$ cat config.mk
export PLATFORM = sky130hd
export DESIGN_NAME = pe_autoconfig_seq
export DESIGN_NICKNAME = d
export VERILOG_FILES = /design/src/rtl/pe_types.sv /design/src/rtl/pe_autoconfig_table.sv /design/src/rtl/pe_autoconfig_seq.sv
export SDC_FILE = /design/constraint.sdc
export NUM_CORES = 1
export LEC_CHECK = 0
export BUFFER_PORTS_ARGS = -buffer_cell sky130_fd_sc_hd__buf_2
export CAP_MARGIN = 25
export CORE_ASPECT_RATIO = 2
export CORE_MARGIN = 3
export CORE_UTILIZATION = 66
export DETAILED_ROUTE_END_ITERATION = 7
export PLACE_DENSITY = 0.9
export SLEW_MARGIN = 20
export SYNTH_ARGS = -nofsm -noshare
export SYNTH_HDL_FRONTEND = slang
export SYNTH_HIERARCHICAL = 1
export SYNTH_SLANG_ARGS = --single-unit
$ cat constraint.sdc
create_clock -name clk -period 52.9 [get_ports clk]
set_clock_uncertainty 0.1 [all_clocks]
set_input_delay 5.29 -clock clk [delete_from_list [all_inputs] [get_ports clk]]
set_output_delay 5.29 -clock clk [all_outputs]
set_load 0.1 [all_outputs]
$ cat src/rtl/pe_types.sv
// rtl/pe_types.sv - shared PE packet layout, channel index type and autoconfig FSM states
package pe_types;

  localparam int CHANNELS_DEF = 4;

  typedef struct packed {
    logic [7:0]  addr;
    logic [23:0] data;
  } config_payload_t;

  typedef struct packed {
    logic [3:0]      op;
    config_payload_t payload;
  } packet_t;

  localparam int PKT_W_DEF = $bits(packet_t);

  typedef logic [$clog2(CHANNELS_DEF)-1:0] cfg_chan_t;

  typedef enum logic [1:0] {
    AC_IDLE,
    AC_ISSUE,
    AC_GAP,
    AC_DONE
  } ac_state_t;

  // Single place that defines how a config packet is packed; usable in parameter expressions.
  function automatic packet_t gen_config_pkt(input logic [3:0] op, input logic [7:0] addr,
                                             input logic [23:0] data);
    packet_t p;
    p.op           = op;
    p.payload.addr = addr;
    p.payload.data = data;
    return p;
  endfunction

endpackage

$ cat src/rtl/pe_autoconfig_table.sv
// rtl/pe_autoconfig_table.sv - config table register file, one write port, one async read port
module pe_autoconfig_table #(
  parameter int DEPTH = 16,
  parameter int PKT_W = 36,
  parameter int CH_W  = 2,
  parameter int IDX_W = 4,
  parameter logic [DEPTH*PKT_W-1:0] INIT_PKTS  = '0,
  parameter logic [DEPTH*CH_W-1:0]  INIT_CHAN  = '0,
  parameter logic [DEPTH-1:0]       INIT_VALID = '0
) (
  input  logic             clk,
  input  logic             rst,
  input  logic             wr_en,
  input  logic [IDX_W-1:0] wr_addr,
  input  logic [PKT_W-1:0] wr_pkt,
  input  logic [CH_W-1:0]  wr_chan,
  input  logic             wr_valid,
  input  logic [IDX_W-1:0] rd_addr,
  output logic [PKT_W-1:0] rd_pkt,
  output logic [CH_W-1:0]  rd_chan,
  output logic             rd_valid
);

  logic [PKT_W-1:0] pkt_mem  [DEPTH];
  logic [CH_W-1:0]  chan_mem [DEPTH];
  logic [DEPTH-1:0] valid_mem;

  // Reset reloads the boot image, so a reset always restores the original table.
  always_ff @(posedge clk or posedge rst) begin
    if (rst) begin
      for (int i = 0; i < DEPTH; i++) begin
        pkt_mem[i]  <= INIT_PKTS[i*PKT_W +: PKT_W];
        chan_mem[i] <= INIT_CHAN[i*CH_W +: CH_W];
      end
      valid_mem <= INIT_VALID;
    end else if (wr_en) begin
      pkt_mem[wr_addr]   <= wr_pkt;
      chan_mem[wr_addr]  <= wr_chan;
      valid_mem[wr_addr] <= wr_valid;
    end
  end

  assign rd_pkt   = pkt_mem[rd_addr];
  assign rd_chan  = chan_mem[rd_addr];
  assign rd_valid = valid_mem[rd_addr];

endmodule

$ cat src/rtl/pe_autoconfig_seq.sv
// rtl/pe_autoconfig_seq.sv - streams a parameter-loaded config table into per-channel PE ingress FIFOs
module pe_autoconfig_seq
  import pe_types::*;
#(
  parameter int DEPTH      = 16,
  parameter int CHANNELS   = 4,
  parameter int PKT_W      = 36,
  parameter int GAP_CYCLES = 1,
  parameter int AUTO_START = 1,
  parameter logic [DEPTH*PKT_W-1:0]            INIT_PKTS  = '0,
  parameter logic [DEPTH*$clog2(CHANNELS)-1:0] INIT_CHAN  = '0,
  parameter logic [DEPTH-1:0]                  INIT_VALID = '0
) (
  input  logic                        clk,
  input  logic                        rst,
  input  logic                        start,
  input  logic                        cfg_wr_en,
  input  logic [$clog2(DEPTH)-1:0]    cfg_wr_addr,
  input  logic [PKT_W-1:0]            cfg_wr_pkt,
  input  logic [$clog2(CHANNELS)-1:0] cfg_wr_chan,
  input  logic                        cfg_wr_valid,
  output logic                        cfg_wr_err,
  output logic [CHANNELS-1:0]         cfg_enq,
  output logic [CHANNELS*PKT_W-1:0]   cfg_pkt,
  input  logic [CHANNELS-1:0]         cfg_full,
  output logic                        busy,
  output logic                        init_done,
  output logic [$clog2(DEPTH+1)-1:0]  sent_count
);

  localparam int IDX_W = $clog2(DEPTH);
  localparam int CH_W  = $clog2(CHANNELS);
  localparam int CNT_W = $clog2(DEPTH + 1);
  localparam int GAP_W = (GAP_CYCLES > 1) ? $clog2(GAP_CYCLES) : 1;
  localparam logic [IDX_W-1:0] LAST_IDX = IDX_W'(DEPTH - 1);

  ac_state_t        state;
  logic [IDX_W-1:0] idx;
  logic [GAP_W-1:0] gap_cnt;
  logic             auto_pend;

  logic [PKT_W-1:0] rd_pkt;
  logic [CH_W-1:0]  rd_chan;
  logic             rd_valid;

  logic run_active;
  logic tbl_we;
  logic issue_ok;
  logic step;

  assign run_active = (state == AC_ISSUE) || (state == AC_GAP);
  assign tbl_we     = cfg_wr_en && !run_active;

  pe_autoconfig_table #(
    .DEPTH     (DEPTH),
    .PKT_W     (PKT_W),
    .CH_W      (CH_W),
    .IDX_W     (IDX_W),
    .INIT_PKTS (INIT_PKTS),
    .INIT_CHAN (INIT_CHAN),
    .INIT_VALID(INIT_VALID)
  ) u_table (
    .clk     (clk),
    .rst     (rst),
    .wr_en   (tbl_we),
    .wr_addr (cfg_wr_addr),
    .wr_pkt  (cfg_wr_pkt),
    .wr_chan (cfg_wr_chan),
    .wr_valid(cfg_wr_valid),
    .rd_addr (idx),
    .rd_pkt  (rd_pkt),
    .rd_chan (rd_chan),
    .rd_valid(rd_valid)
  );

  // step marks the last cycle spent on the current entry: skip, gapless enqueue, or gap expiry.
  always_comb begin
    issue_ok = (state == AC_ISSUE) && rd_valid && !cfg_full[rd_chan];
    step     = ((state == AC_ISSUE) && !rd_valid)
            || (issue_ok && (GAP_CYCLES == 0))
            || ((state == AC_GAP) && (gap_cnt == '0));
  end

  always_comb begin
    cfg_enq = '0;
    cfg_pkt = '0;
    if ((state == AC_ISSUE) && rd_valid) begin
      cfg_pkt[int'(rd_chan)*PKT_W +: PKT_W] = rd_pkt;
      cfg_enq[rd_chan]                      = !cfg_full[rd_chan];
    end
  end

  always_ff @(posedge clk or posedge rst) begin
    if (rst) begin
      state      <= AC_IDLE;
      idx        <= '0;
      gap_cnt    <= '0;
      sent_count <= '0;
      init_done  <= 1'b0;
      busy       <= 1'b0;
      cfg_wr_err <= 1'b0;
      auto_pend  <= (AUTO_START != 0);
    end else begin
      cfg_wr_err <= cfg_wr_en && run_active;
      auto_pend  <= 1'b0;
      if (issue_ok) begin
        sent_count <= sent_count + CNT_W'(1);
      end
      case (state)
        AC_IDLE, AC_DONE: begin
          if (start || (auto_pend && (state == AC_IDLE))) begin
            state      <= AC_ISSUE;
            idx        <= '0;
            busy       <= 1'b1;
            init_done  <= 1'b0;
            sent_count <= '0;
          end
        end
        AC_ISSUE: begin
          if (issue_ok && (GAP_CYCLES > 0)) begin
            state   <= AC_GAP;
            gap_cnt <= GAP_W'(GAP_CYCLES - 1);
          end
        end
        AC_GAP: begin
          if (gap_cnt != '0) begin
            gap_cnt <= gap_cnt - GAP_W'(1);
          end
        end
        default: state <= AC_IDLE;
      endcase
      if (step) begin
        if (idx == LAST_IDX) begin
          state     <= AC_DONE;
          busy      <= 1'b0;
          init_done <= 1'b1;
        end else begin
          idx   <= idx + IDX_W'(1);
          state <= AC_ISSUE;
        end
      end
    end
  end

endmodule

# Yosys cells after proc, flatten, opt, wreduce, memory -nomap -nowiden

Index checks and enable logic that the tools add are counted.

Register bits: 640
Output and inout port bits: 156
Word-level logic and storage cells: 136

$add $sub $neg: 4
$mul: 1
Order comparisons: 8
Equal/unequal tests: 7
Shift-type cells: 2
Muxes and demuxes: 46
Bitwise operators: 5
Reductions and logical operators: 22

Operator list:

| kind                                                                         | count |
|---|---|
| 576-bit bitwise mux                                                          | 1 |
| 144-bit AND                                                                  | 1 |
| 36-bit binary-select mux with 4-bit select                                   | 1 |
| 36-bit demux with 4-bit select                                               | 1 |
| 144-bit two-way mux                                                          | 1 |
| 36-bit by 33-bit variable shift with 144-bit output, first input constant    | 1 |
| 36-bit by 33-bit variable part select with 144-bit output                    | 1 |
| 36-bit two-way mux                                                           | 3 |
| 8-bit negation with 33-bit output                                            | 1 |
| 32-bit bitwise mux                                                           | 1 |
| 4-bit two-way mux                                                            | 5 |
| 16-bit bitwise mux                                                           | 1 |
| 5-bit two-way mux                                                            | 3 |
| 1-bit two-way mux                                                            | 14 |
| 2-bit two-way mux                                                            | 7 |
| 5-bit greater-or-equal comparator, second input constant                     | 2 |
| 1-bit logical AND                                                            | 10 |
| 4-bit by 5-bit less-than comparator with 1-bit output, second input constant | 2 |
| 4-bit NOT with 5-bit output                                                  | 2 |
| 2-bit binary-select mux with 4-bit select                                    | 1 |
| 2-bit demux with 4-bit select                                                | 1 |
| 2-bit by 4-bit multiplier with 6-bit output, second input constant           | 1 |
| 3-bit inequality test, second input constant                                 | 2 |
| 5-bit by 1-bit adder with 5-bit output, second input constant                | 1 |
| other kinds (26)                                                             | 31 |

# Logic depth before layout (Yosys ltp)

Depth in word-level cells: 11
Gate-level depth with buffers: 20
Mapped depth without buffers: 9

# By module

Netlist, hierarchy kept.

By module, submodules not included:

| module              | times used | cells an instance | area each (µm²) | sequential area each (µm²) |
|---|---|---|---|---|
| pe_autoconfig_table | 1          | 1,704             | 27,904.3        | 15,615.0 |
| pe_autoconfig_seq   | 1          | 586               | 4,388.0         | 376.6 |

# Worst setup path before layout

No wires, ideal clock.

Kind: input port to output port
Start point: input cfg_full[3]
End point: output cfg_enq[2]
Arrival time: 7,904 ps
Required time: 47,510 ps
Setup slack: 39,606 ps
Stages: 2
Path buffers: 0
Path through: mux4_2 nor3_1

Word-level cells in the longest chain between the ends: 5

Ends and longest elaborated chain:

| element                                   | RTL line                | source |
|---|---|---|
| start, declared                           | pe_autoconfig_seq.sv:25 | `input logic [CHANNELS-1:0] cfg_full,` |
| 1-bit binary-select mux with 2-bit select | pe_autoconfig_seq.sv:89 | `cfg_enq[rd_chan] = !cfg_full[rd_chan];` |
| 1-bit two-way mux (not written as such)   | pe_autoconfig_seq.sv:89 |  |
| 1-bit zero test                           | pe_autoconfig_seq.sv:89 |  |
| 4-bit AND (no source line)                | n/a                     |  |
| 4-bit two-way mux                         | pe_autoconfig_seq.sv:87 | `if ((state == AC_ISSUE) && rd_valid) begin` |
| end, declared                             | pe_autoconfig_seq.sv:23 | `output logic [CHANNELS-1:0] cfg_enq,` |

Every way passes these cells. The select of a mux whose other input is x is not followed.

# Final worst setup path

Start point: register idx[0]
End point: output cfg_pkt[121]

RTL lines:

| element                                                   | RTL line                  | source |
|---|---|---|
| start, declared                                           | pe_autoconfig_seq.sv:38   | `logic [IDX_W-1:0] idx;` |
| start signal, assigned                                    | pe_autoconfig_seq.sv:138  | `idx <= idx + IDX_W'(1);` |
| 4-bit NOT with 5-bit output (not written as such)         | pe_autoconfig_table.sv:43 | `assign rd_pkt = pkt_mem[rd_addr];` |
| 36-bit binary-select mux with 4-bit select                | pe_autoconfig_table.sv:43 |  |
| 36-bit two-way mux (not written as such) (2 in series)    | pe_autoconfig_table.sv:43 |  |
| named net rd_pkt[21]                                      | pe_autoconfig_seq.sv:42   | `logic [PKT_W-1:0] rd_pkt;` |
| 36-bit by 33-bit variable part select with 144-bit output | pe_autoconfig_seq.sv:88   | `cfg_pkt[int'(rd_chan)*PKT_W +: PKT_W] = rd_pkt;` |
| 144-bit AND (no source line)                              | n/a                       |  |
| 144-bit two-way mux                                       | pe_autoconfig_seq.sv:87   |  |
| end, declared                                             | pe_autoconfig_seq.sv:24   | `output logic [CHANNELS*PKT_W-1:0] cfg_pkt,` |

The timed path passes the listed nets, and every way through them passes these cells. The select of a mux whose other input is x is not followed.

==> summary.txt <==
Outcome
  – Run status: finished clean

Placement
  – Port-buffer cells: 206
  – RePlAce Congestion: 1.005
  – Post-DP HPWL: between 50000 and 60000 um
  – Placed Instances: between 2000 and 3000
  – Dpl ws: about 41 ns

STA
  – Sum Neg Setup Slack: 0 ns
  – Pins Over Slew Limit: 0
  – Setup-failing EPs final: 0
  – Max Clock Freq: slightly above 80 MHz
  – Final hold viol count: 0
  – RSZ-0062 raised after global routing: no
  – Crit share post-route: 0.2308
  – Slew HR: 0.3337
  – Final min period: about 12 ns
  – Hold_ws: roughly 0.4 ns
  – Worst slew pin tran: about 1.0 ns
  – Final worst slack: just over 40 ns

Clock network
  – CTS tree: built
  – Clock Sinks: between 600 and 700
  – Register clock-pin slew on the reported worst setup and hold paths: about 0.07 ns
  – Clock insertion delay at the later pin of the skew report: 0.60 ns
  – Inserted Clock Buffers: between 50 and 60
  – # Post-CTS Setup Buffers: 0
  – Clock tree buffer depth: 3
  – Hold-fix buffers, CTS: 0
  – Post-cts sizing count: 0
  – H-tree levels: 2
  – Clk root buf: clkbuf_16

Global routing
  – Most Crowded Layer GR: met2
  – Met1 Use GR: 0.4238
  – First-pass GRT wire length: 140100 um
  – Initial antenna violation count: 7
  – GRT Total Usage: 0.3564
  – Largest net degree at the start of global routing: 139
  – Vias in the first global route: about 23000
  – Met2 global-route usage: 0.5886
  – Gr ovfl total: 0
  – Met3 Usage GRT: 0.05875

Final layout
  – Share of layout cells above drive strength 1: 0.4841
  – Final cell count without fillers: about 3100
  – Area Overhead vs Synth: 9.097%
  – Most common cell after layout, fill and taps aside: dfrtp_1
  – Most frequent cells in the layout: 636 x dfrtp_1, 634 x mux2_2, 206 x buf_2
  – Net total in the final layout: 2443

Drt
  – WL final: approximately 90000 um
  – DR DRC count: 0
  – Iter 0 DRT Violations: 2066
  – Via count: ~22000
  – Via density per instance: slightly above 7
  – Post-route ant nets: 0
  – DRT Pass-1 Iters: 8
  – Wire per inst: roughly 30 um

Worst setup path
  – Reg2Reg Depth: 7
  – Crit path max fanout: between 40 and 50
  – Crit end category: primary output
  – CP startpoint kind: flip-flop
  – Class of the most critical setup path: flip-flop to primary output
  – Crit path DAT: 6.82 ns
  – CP Data Required Time: 47.51 ns

Logic synthesis
  – Synth cell types: 70
  – Sequential element share of the synthesized area: 0.4952
  – Post-synth EDFFs: 0
  – Synth top area share: 0.4944
  – Synth area leader: dfrtp_1
  – Cell Area, Synth: ~0.032 mm2
  – Synth area leaders: dfrtp_1 49%, mux2_2 22%, mux4_2 11%
  – Primary FF master, synth: dfrtp_1
  – Yosys reg bits: around 640
  – Ys Warns: 6
  – Ys async rst share: 1.000
  – Syn avg cell area: between 10 and 15 um2
  – Mapped Cells: approximately 2300
  – Synthesized net count: ~2400

Power
  – Worst VDD drop: between 0.05 and 0.06 mV
  – Combinational share of power: 0.387
  – Internal power: 1.114 mW
  – Seq pwr share: 0.379
  – Leakage: ~17 nW
  – Sw power: ~0.67 mW
  – Pwr/cell area: approximately 51 mW/mm2
  – Clock power frac: 0.234
  – Switching Fraction: 0.3756

Floorplanning
  – Initial core utilization: 0.6678
  – Die height: approximately 320 um
  – Std-Cell Rows: 114
  – # IOs: 207
  – Chip width: approximately 160 um
  – Core area: around 0.048 mm2
  – Die ar.: just over 0.05 mm2

Flow run
  – Max-cap check violation count: 0

Hold path
  – Hold path depth: 1
  – Class of the worst hold path: flip-flop to flip-flop
==> synthesized netlist by cell type (10+ instances only) <==
cell type and number:
inv_1 13, mux2i_1 49, dfrtp_1 638, mux2_2 634, clkbuf_1 67, and2_1 13, mux4_2 161, buf_2 78
ha_1 10, nand2b_1 18, nor2_1 132, nor2b_1 15, mux2_1 30, a21oi_1 30, buf_6 19, a22oi_1 86
nand3_1 10, buf_4 23, o21ai_0 23, o22ai_1 20, nand2_1 70
==> registers in the layout (all words and copies together) (netlist names), 2 cells and up <==
signal             cells
u_table/pkt_mem      576
u_table/chan_mem      32
u_table/valid_mem     16
sent_count             5
idx                    4
state                  2
==> critical path: stages, from the launching register on <==
cell and delay, ns:
dfrtp_4 0.85, buf_4 0.69, buf_4 0.84, buf_4 0.79
mux4_2 0.61, a22oi_1 0.23, nand2_1 0.25, mux2_4 0.36
a222oi_1 0.76, mux2_2 0.32, nor2_1 0.05, buf_2 0.33
==> area by class of cell <==
cell class	count	area (um2)
flip-flops and latches	639	16000
multi-input cells	1432	15150
fillers	2803	13120
clock buffers	77	1568
repair buffers	244	1364
well taps	638	798.3
clock inverters	20	285.3
inverters	13	56.30
diodes	4	10.01
==> path summary, 6_finish.rpt <==
path / to / slack (ns) / startpoint
max: cfg_pkt[121] / 40.69 / idx[0]$_DFF_PP0_
min: u_table/pkt_mem[403]$_DFFE_PP0P_ / 0.40 / u_table/pkt_mem[403]$_DFFE_PP0P_
max reg2reg: u_table/chan_mem[2]$_DFFE_PP0P_ / 49.05 / state[0]$_DFFE_PP0P_
min reg2reg: u_table/pkt_mem[403]$_DFFE_PP0P_ / 0.40 / u_table/pkt_mem[403]$_DFFE_PP0P_
max in group asynchronous: u_table/pkt_mem[196]$_DFFE_PP0P_ / 45.78 / rst
min in group asynchronous: idx[0]$_DFF_PP0_ / 4.69 / rst
==> power groups by stage <==
| stage | logic (mW) | registers, mW | clock network (mW) |
|---|---|---|---|
| 6_report | 0.691 | 0.677 | 0.417 |
| 5_1_grt | 0.719 | 0.686 | 0.440 |
| 4_1_cts | 0.676 | 0.674 | 0.421 |
| 3_5_place_dp | 0.670 | 0.679 | 0 |
| 3_3_place_gp | 0.651 | 0.664 | 0 |
| 2_1_floorplan | 0.535 | 0.658 | 0 |
==> per-layer routing <==
metal	wire length [um]	vias to the layer above
met4	7572	6
met1	31960	11220
met2	46050	1243
met5	36	-
met3	6500	428
li1	-	8701
==> per-stage QoR <==
stage / utilization / power [mW] / cell area [um2]
final: 0.7286 / 1.785 / 35230
after global routing: 0.7285 / 1.845 / 35230
after CTS: 0.7275 / 1.771 / 35180
after detailed placement: 0.6892 / 1.349 / 33320
after global placement: 0.6892 / 1.314 / 33320
after floorplan: - / 1.193 / 32290
==> cell families after synthesis <==
group / synth area share
buffers and inverters: 0.03952
XOR/XNOR: 0.001356
flip-flops: 0.4952
AO/OA/AOI/OAI: 0.04956
AND/OR/NAND/NOR: 0.04739
multiplexers: 0.3630
adder cells (fa/ha/maj): 0.003875
other: 0.0001161
Power figures use the tool's default switching activity.
